## src/rtl/ins_fetcher_pkg.sv

```systemverilog
// Shared definitions for the instruction fetcher: cache geometry, FSM states and reset PC.
package ins_fetcher_pkg;

    localparam int unsigned ICACHE_IDX_BIT = 4;
    localparam int unsigned ICACHE_LINES   = 16;
    localparam logic [31:0] RESET_PC       = 32'h0000_0000;

    typedef enum logic [0:0] {
        FETCH = 1'b0,
        WAIT  = 1'b1
    } fetch_state_t;

    function automatic logic [31:0] word_align(input logic [31:0] a);
        return {a[31:2], 2'b00};
    endfunction

endpackage

```

## src/rtl/ins_fetcher_icache.sv

```systemverilog
// Direct-mapped one-word-per-line instruction cache with combinational lookup.
module icache #(
    parameter int unsigned LINES   = 16,
    parameter int unsigned IDX_BIT = 4
) (
    input  logic        clk_in,
    input  logic        rst_in,
    input  logic [31:0] lookup_addr,
    output logic        lookup_hit,
    output logic [31:0] lookup_word,
    input  logic        fill_en,
    input  logic [31:0] fill_addr,
    input  logic [31:0] fill_word
);

    localparam int unsigned TAG_W = 32 - IDX_BIT - 2;

    logic [LINES-1:0]   r_valid;
    logic [TAG_W-1:0]   r_tag  [LINES];
    logic [31:0]        r_data [LINES];

    logic [IDX_BIT-1:0] w_lk_idx;
    logic [TAG_W-1:0]   w_lk_tag;
    logic [IDX_BIT-1:0] w_fl_idx;
    logic [TAG_W-1:0]   w_fl_tag;
    logic               w_unused;

    assign w_lk_idx = lookup_addr[IDX_BIT+1:2];
    assign w_lk_tag = lookup_addr[31:IDX_BIT+2];
    assign w_fl_idx = fill_addr[IDX_BIT+1:2];
    assign w_fl_tag = fill_addr[31:IDX_BIT+2];
    assign w_unused = ^{lookup_addr[1:0], fill_addr[1:0]};

    assign lookup_hit  = r_valid[w_lk_idx] && (r_tag[w_lk_idx] == w_lk_tag);
    assign lookup_word = r_data[w_lk_idx];

    always_ff @(posedge clk_in or posedge rst_in) begin
        if (rst_in) begin
            r_valid <= '0;
        end else if (fill_en) begin
            r_valid[w_fl_idx] <= 1'b1;
        end
    end

    // Tag/data storage needs no reset; the valid bits gate every hit.
    always_ff @(posedge clk_in) begin
        if (fill_en) begin
            r_tag[w_fl_idx]  <= w_fl_tag;
            r_data[w_fl_idx] <= fill_word;
        end
    end

endmodule

```

## src/rtl/ins_fetcher.sv

```systemverilog
// Instruction fetcher: FETCH/WAIT FSM feeding the decoder one word at a time.
// Optional direct-mapped instruction cache enabled with `define ICACHE_EN.
module ins_fetcher
    import ins_fetcher_pkg::*;
(
    input  logic        clk_in,
    input  logic        rst_in,
    input  logic        rdy_in,
    input  logic        rob_clear,
    input  logic [31:0] rob_new_pc,
    input  logic        is_stall,
    input  logic [31:0] next_PC,
    output logic        inst_input,
    output logic [31:0] inst,
    output logic [31:0] inst_addr,
    output logic        mem_req,
    output logic [31:0] mem_addr,
    input  logic        mem_done,
    input  logic [31:0] mem_data
);

    fetch_state_t r_state, w_state_n;
    logic [31:0]  r_pc, w_pc_n;
    logic [31:0]  r_inst, w_inst_n;
    logic         r_inst_input, w_inst_input_n;
    logic         r_mem_req, w_mem_req_n;
    logic [31:0]  r_mem_addr, w_mem_addr_n;
    logic         r_discard, w_discard_n;

    logic         w_hit;
    logic [31:0]  w_word;
    logic         w_fill_en;

    assign w_fill_en = rdy_in && (r_state == WAIT) && mem_done;

`ifdef ICACHE_EN
    logic [31:0] w_lookup_addr;

    // Look ahead to next_PC on a consume so back-to-back hits keep inst_input high.
    assign w_lookup_addr = (r_inst_input && !is_stall) ? next_PC : r_pc;

    icache #(
        .LINES   (ICACHE_LINES),
        .IDX_BIT (ICACHE_IDX_BIT)
    ) u_icache (
        .clk_in      (clk_in),
        .rst_in      (rst_in),
        .lookup_addr (w_lookup_addr),
        .lookup_hit  (w_hit),
        .lookup_word (w_word),
        .fill_en     (w_fill_en),
        .fill_addr   (r_mem_addr),
        .fill_word   (mem_data)
    );
`else
    logic w_unused_fill;

    assign w_hit         = 1'b0;
    assign w_word        = '0;
    assign w_unused_fill = w_fill_en;
`endif

    always_ff @(posedge clk_in or posedge rst_in) begin
        if (rst_in) begin
            r_state      <= FETCH;
            r_pc         <= RESET_PC;
            r_inst       <= '0;
            r_inst_input <= 1'b0;
            r_mem_req    <= 1'b0;
            r_mem_addr   <= '0;
            r_discard    <= 1'b0;
        end else begin
            r_state      <= w_state_n;
            r_pc         <= w_pc_n;
            r_inst       <= w_inst_n;
            r_inst_input <= w_inst_input_n;
            r_mem_req    <= w_mem_req_n;
            r_mem_addr   <= w_mem_addr_n;
            r_discard    <= w_discard_n;
        end
    end

    always_comb begin
        w_state_n      = r_state;
        w_pc_n         = r_pc;
        w_inst_n       = r_inst;
        w_inst_input_n = r_inst_input;
        w_mem_req_n    = r_mem_req;
        w_mem_addr_n   = r_mem_addr;
        w_discard_n    = r_discard;
        if (rdy_in) begin
            case (r_state)
                FETCH: begin
                    if (rob_clear) begin
                        w_pc_n         = rob_new_pc;
                        w_inst_input_n = 1'b0;
                    end else if (r_inst_input) begin
                        if (!is_stall) begin
                            w_pc_n         = next_PC;
                            w_inst_input_n = w_hit;
                            if (w_hit) w_inst_n = w_word;
                        end
                    end else if (w_hit) begin
                        w_inst_input_n = 1'b1;
                        w_inst_n       = w_word;
                    end else begin
                        w_mem_req_n  = 1'b1;
                        w_mem_addr_n = word_align(r_pc);
                        w_state_n    = WAIT;
                    end
                end
                WAIT: begin
                    if (rob_clear) w_pc_n = rob_new_pc;
                    // The memory cannot abort, so a flush only marks the returning word for discard.
                    if (mem_done) begin
                        w_mem_req_n = 1'b0;
                        w_state_n   = FETCH;
                        w_discard_n = 1'b0;
                        if (!(r_discard || rob_clear)) begin
                            w_inst_n       = mem_data;
                            w_inst_input_n = 1'b1;
                        end
                    end else if (rob_clear) begin
                        w_discard_n = 1'b1;
                    end
                end
                default: w_state_n = FETCH;
            endcase
        end
    end

    assign inst_input = r_inst_input;
    assign inst       = r_inst;
    assign inst_addr  = r_pc;
    assign mem_req    = r_mem_req;
    assign mem_addr   = r_mem_addr;

endmodule
```

## config.mk

```make
export PLATFORM = sky130hd
export DESIGN_NAME = ins_fetcher
export DESIGN_NICKNAME = d
export VERILOG_FILES = /design/src/rtl/ins_fetcher_pkg.sv /design/src/rtl/ins_fetcher_icache.sv /design/src/rtl/ins_fetcher.sv
export SDC_FILE = /design/constraint.sdc
export NUM_CORES = 1
export LEC_CHECK = 0
export BUFFER_PORTS_ARGS = -buffer_cell sky130_fd_sc_hd__clkbuf_2
export CAP_MARGIN = 20
export CORE_MARGIN = 2
export CORE_UTILIZATION = 50
export CTS_CLUSTER_DIAMETER = 30
export DETAILED_ROUTE_END_ITERATION = 12
export PLACE_DENSITY = 0.85
export REMOVE_ABC_BUFFERS = 1
export SYNTH_ARGS = -nofsm -noshare
export SYNTH_HDL_FRONTEND = slang
export SYNTH_HIERARCHICAL = 1
export SYNTH_SLANG_ARGS = --single-unit
export TNS_END_PERCENT = 5
```

## constraint.sdc

```tcl
create_clock -name clk_in -period 6.1 [get_ports clk_in]
set_input_delay 0.61 -clock clk_in [delete_from_list [all_inputs] [get_ports clk_in]]
set_output_delay 0.61 -clock clk_in [all_outputs]
set_load 0.1 [all_outputs]
```

==> results.py, run 1 <==
metrics = {
    "detailed_routing": {
        "dr.pass1.iters": 4,
        "wl_mm": 9.12,
        "drc": 0,
        "vias": 2883,
        "drtIter0Drc": 41,
        "viasPerCell": 5.11,
        "wire_per_inst_um": 16.2,
        "detail-route-antenna-nets": 0,
    },
    "sta": {
        "slew_headroom": 0.333,
        "fin_ws_ps": 3990,
        "skew_ps": 10.2,
        "period_share": 0.346,
        "setup_tns_ps": 0,
        "rsz0062_at_grt": "no",
        "finalMaxSlewViolations": 0,
        "setup_viol": 0,
        "fin_crit_ps": 2110,
        "worst_slew_pin_slew_ps": 1000,
        "fmax_mhz": 473,
        "hold_violations": 0,
    },
    "setup_path": {
        "path_buf_inv": 0,
        "arrival_ps": 2340,
        "slowest_stage": "or3_2",
        "cp-start-kind": "register",
        "worstSetupPathType": "reg -> reg",
        "cp_cell_sequence": "nand3_1 -> or3_2 -> mux2_4",
        "cp_max_fo": 33,
        "end_kind": "register",
        "required_ps": 6330,
        "cpPeakStageDelay_ps": 860,
        "cp_top_family": "simple AND/OR/NAND/NOR gates",
        "reg2reg_slack_ps": 3990,
    },
    "yosys": {
        "syn_inst": 257,
        "synth_warnings": 6,
        "ys_types": 22,
        "synth_area_mm2": 0.00423,
        "synth_area_per_cell_um2": 16.5,
        "synth_seq_cells": 98,
        "seq_area_frac_synth": 0.580,
    },
    "final_layout": {
        "drive_gt1_frac": 0.754,
        "final_cell_count_no_fill": 564,
        "fin_nets": 556,
        "syn_to_final_growth_pct": 29.1,
        "fin_util": 0.665,
        "diodes": 0,
    },
    "global_routing": {
        "grt_max_degree": 58,
        "grt_usage": 0.197,
        "antenna_found_initial": 0,
        "grt_pass1_vias": 2925,
        "grt.overflow.total": 0,
        "grt_pass1_wl_mm": 13.6,
    },
    "placed_design": {
        "dp_hpwl_mm": 6.84,
        "gp_congestion": 0.797,
        "portBuffers": 197,
        "placed_cells": 547,
        "pre_cts_ws_ps": 3760,
    },
    "clock_network": {
        "cts_setup_buffers": 0,
        "insertion_delay_ps": 350,
        "clockRootBuffer": "clkbuf_8",
        "cts_hold_buf": 0,
        "htree_levels": 3,
        "clock_sinks": 98,
        "cts_buffers": 9,
        "clock_tree.buffer_depth": 2,
        "cts_tree": "built",
        "clk_pin_slew_ps": 90,
        "cts_resized": 0,
    },
    "floorplanning": {
        "placeableCoreArea_mm2": 0.00822,
        "fp.dieW_um": 96.0,
        "fp.dieH_um": 96.0,
        "die_area_mm2": 0.00922,
        "pin_count": 200,
        "start_util": 0.515,
        "row_count": 33,
    },
    "run_status": {
        "outcome": "finished clean",
    },
    "job": {
        "maxCapViolations": 0,
    },
    "min_path": {
        "hold_class": "in -> async",
    },
}
## per-stage QoR
| stage | area, um^2 | hold WS [ps] |
|---|---|---|
| 6_report | 5460 | 278 |
| 4_1_cts | 5430 | 281 |
| 3_3_place_gp | 5250 | 463 |
| 3_5_place_dp | 5250 | 467 |
| 5_1_grt | 5460 | 298 |
| 2_1_floorplan | 4100 | 509 |
## area by class of cell
type	count	area, um^2
clock buffers	10	138
clock inverters	6	42.5
fillers	620	2760
inverters	1	6.26
multi-input cells	143	1660
flip-flops and latches	98	2450
well taps	105	131
repair buffers	201	1040
## layout by cell type (no fill, tap or decap), types with 2 or more instances in the layout
cell / Yosys / layout
clkbuf_2: 0 / 197
dfrtp_1: 98 / 98
mux2_2: 95 / 95
mux2_4: 29 / 29
clkbuf_8: 0 / 10
buf_4: 3 / 3
mux2_1: 2 / 2
a31oi_1: 2 / 2
a21o_1: 2 / 2
nand2_1: 2 / 2
conb_1: 1 / 2
clkinv_2: 0 / 2
clkinvlp_4: 0 / 2
clkinv_4: 0 / 2
## path summary, 6_finish.rpt
check / start / endpoint / cells past startpoint
hold reg to reg: mem_req$_DFFE_PP0P_ / mem_req$_DFFE_PP0P_ / 1
setup reg to reg: r_state$_DFFE_PP0P_ / inst[6]$_DFFE_PP0P_ / 3
min in group clk_in: mem_data[24] / inst[24]$_DFFE_PP0P_ / 2
hold / removal: rst_in / mem_req$_DFFE_PP0P_ / 2
setup / recovery: r_state$_DFFE_PP0P_ / inst[6]$_DFFE_PP0P_ / 3
max in group asynchronous: rst_in / inst[5]$_DFFE_PP0P_ / 3
## layer usage
metal / vias up / GRT usage / wire length, um
met2: 157 / 0.347 / 4660
met4: 0 / 0.0774 / 97
met5: - / 0 / 0
met1: 1420 / 0.221 / 3470
li1: 1296 / - / -
met3: 10 / 0.0658 / 892
## cell usage after synthesis
library cell | number | share of area
dfrtp_1 | 98 | 0.58
mux2_2 | 95 | 0.25
mux2_4 | 29 | 0.10
buf_2 | 9 | 0.011
buf_12 | 3 | 0.014
buf_4 | 3 | 0.0053
a21o_1 | 2 | 0.0035
a31oi_1 | 2 | 0.0030
mux2_1 | 2 | 0.0053
nand2_1 | 2 | 0.0018
buf_6 | 1 | 0.0027
conb_1 | 1 | 0.00089
inv_1 | 1 | 0.00089
nand3_1 | 1 | 0.0012
nor2_1 | 1 | 0.00089
nor2b_1 | 1 | 0.0015
nor3b_1 | 1 | 0.0018
nor4b_4 | 1 | 0.0056
o21ai_0 | 1 | 0.0012
o21ai_1 | 1 | 0.0012
or2b_1 | 1 | 0.0018
or3_1 | 1 | 0.0015
## cell families after synthesis
group | Yosys count | share of synthesized area
flops | 98 | 0.580
buf+inv | 17 | 0.0337
mux | 126 | 0.361
simple gates | 9 | 0.0160
other cells | 1 | 0.000886
compound gates | 6 | 0.00887
## sequential cells by signal, summed over array words and instances (netlist names)
| signal | flops |
|---|---|
| inst | 32 |
| inst_addr | 32 |
| mem_addr | 30 |
| inst_input | 1 |
| mem_req | 1 |
| r_discard | 1 |
| r_state | 1 |
Power of run 1 is not shown: default switching activity piles up to over one toggle a cycle in this logic, so the estimate is an artifact.
==> inputs of run 2 (changes only) <==
--- a/config.mk
+++ b/config.mk
@@ -8,10 +8,10 @@
 export BUFFER_PORTS_ARGS = -buffer_cell sky130_fd_sc_hd__clkbuf_2
 export CAP_MARGIN = 20
 export CORE_MARGIN = 2
-export CORE_UTILIZATION = 50
+export CORE_UTILIZATION = 42
 export CTS_CLUSTER_DIAMETER = 30
 export DETAILED_ROUTE_END_ITERATION = 12
-export PLACE_DENSITY = 0.85
+export PLACE_DENSITY = 0.76
 export REMOVE_ABC_BUFFERS = 1
 export SYNTH_ARGS = -nofsm -noshare
 export SYNTH_HDL_FRONTEND = slang
==> constraint.sdc (replaced) <==
create_clock -name clk_in -period 1.9 [get_ports clk_in]
set_input_delay 0.19 -clock clk_in [delete_from_list [all_inputs] [get_ports clk_in]]
set_output_delay 0.19 -clock clk_in [all_outputs]
set_load 0.1 [all_outputs]
==> results.py, run 2 (synthesized netlist as in run 1, its figures left out) <==
metrics = {
    "clock_network": {
        "clock_sinks": 98,
        "htree_levels": 3,
        "clock_tree.buffer_depth": 2,
        "clockRootBuffer": "clkbuf_8",
        "cts_tree": "built",
        "cts_buffers": 9,
        "insertion_delay_ps": 360,
        "clk_pin_slew_ps": 90,
    },
    "global_routing": {
        "grt_pass1_wl_mm": 15.2,
        "grt.overflow.total": 0,
        "grt_max_degree": 46,
        "grt_usage": 0.179,
        "antenna_found_initial": 0,
        "grt_pass1_vias": 3041,
    },
    "setup_path": {
        "cp-start-kind": "register",
        "required_ps": 2150,
        "end_kind": "register",
        "worstSetupPathType": "reg -> reg",
        "cp_max_fo": 33,
        "arrival_ps": 2020,
    },
    "detailed_routing": {
        "viasPerCell": 4.74,
        "wl_mm": 9.48,
        "wire_per_inst_um": 15.8,
        "detail-route-antenna-nets": 0,
        "drtIter0Drc": 58,
        "vias": 2845,
        "dr.pass1.iters": 4,
        "drc": 0,
    },
    "floorplanning": {
        "fp.dieW_um": 104,
        "fp.dieH_um": 104,
        "pin_count": 200,
        "placeableCoreArea_mm2": 0.00977,
        "die_area_mm2": 0.0109,
        "start_util": 0.433,
        "row_count": 36,
    },
    "final_layout": {
        "fin_nets": 564,
        "drive_gt1_frac": 0.758,
        "syn_to_final_growth_pct": 33.4,
        "layout_common_cells": "clkbuf_2 (197), dfrtp_1 (98), mux2_2 (95)",
        "fillers": 803,
        "final_common_cell": "clkbuf_2",
        "multiInputGateArea_mm2": 0.00168,
        "finalInstanceArea_mm2": 0.00565,
        "seq_area_mm2": 0.00245,
        "diodes": 0,
    },
    "placed_design": {
        "portBuffers": 197,
        "gp_congestion": 0.743,
        "pre_cts_ws_ps": -56.4,
        "placed_area_mm2": 0.00540,
        "dp_hpwl_mm": 6.91,
    },
    "job": {
        "maxCapViolations": 0,
    },
    "min_path": {
        "hold_class": "in -> reg",
    },
    "sta": {
        "setup_tns_ps": 0,
        "skew_ps": 6.58,
        "slew_headroom": 0.576,
        "fin_hold_ws_ps": 52.1,
        "finalMaxSlewViolations": 0,
        "rsz0062_at_grt": "no",
        "fin_crit_ps": 1770,
        "fin_ws_ps": 130,
        "fmax_mhz": 565,
        "setup_viol": 0,
        "worst_slew_pin_slew_ps": 633,
        "hold_violations": 0,
        "period_share": 0.932,
    },
    "run_status": {
        "outcome": "finished clean",
    },
}
## run 2: cell count changes in the layout (fill, tap and decap cells not counted)
cell           previous run  this run
nor3b_1                   1         0
dlygate4sd3_1             0         1
clkinv_4                  2         0
buf_4                     3         6
clkinvlp_4                2         0
bufinv_16                 0         2
o21ai_4                   1         2
nor2_2                    1         0
buf_16                    1         0
nor3b_2                   0         1
nor2_4                    0         1
buf_12                    0         4
clkinv_2                  2         4
## run 2: area by class of cell
type	count	area share
Sequential cell	98	0.434
Multi-Input combinational cell	144	0.298
Inverter	1	0.00111
Tap cell	133	0.0295
Timing Repair Buffer	208	0.199
Clock inverter	6	0.0142
Clock buffer	10	0.0244
## run 2: stage by stage
stage	std cells	util
3_3_place_gp	582	0.552
4_1_cts	600	0.578
6_report	600	0.578
3_5_place_dp	582	0.552
5_1_grt	600	0.578
2_1_floorplan	242	-
## run 2: worst paths after layout
check | start | to | slack [ps] | cells after the start
min reg2reg | mem_addr[21]$_DFFE_PP0P_ | mem_addr[21]$_DFFE_PP0P_ | 490 | 1
max | r_state$_DFFE_PP0P_ | inst[9]$_DFFE_PP0P_ | 130 | 5
min | mem_done | r_discard$_DFFE_PP0P_ | 50 | 2
max in group asynchronous | rst_in | inst_addr[8]$_DFFE_PP0P_ | 1000 | 4
min in group asynchronous | rst_in | inst[4]$_DFFE_PP0P_ | 320 | 3
max reg2reg | r_state$_DFFE_PP0P_ | inst[9]$_DFFE_PP0P_ | 130 | 5
## run 2: repair_timing
item / CTS / global route
hold buffers: 1 / 0
resized for setup: 2 / 0
endpoints found under the hold margin: 20 / 0
endpoints found under the setup margin: 32 / 0
buffers inserted: 0 / 0
## run 2: per-layer routing
layer / vias up / track usage / part of all wire
li1: 1315 / - / -
met1: 1364 / 0.215 / 0.42
met2: 154 / 0.300 / 0.48
met3: 12 / 0.0482 / 0.085
met4: 0 / 0.0811 / 0.019
met5: - / 0 / 0
## run 2: critical path, cell delays in order (launching register included)
cell	delay (ps)
dfrtp_1	370
buf_4	170
nand3_1	100
or3_2	470
buf_12	210
mux2_4	320
Power of run 2 is left out for the same reason.
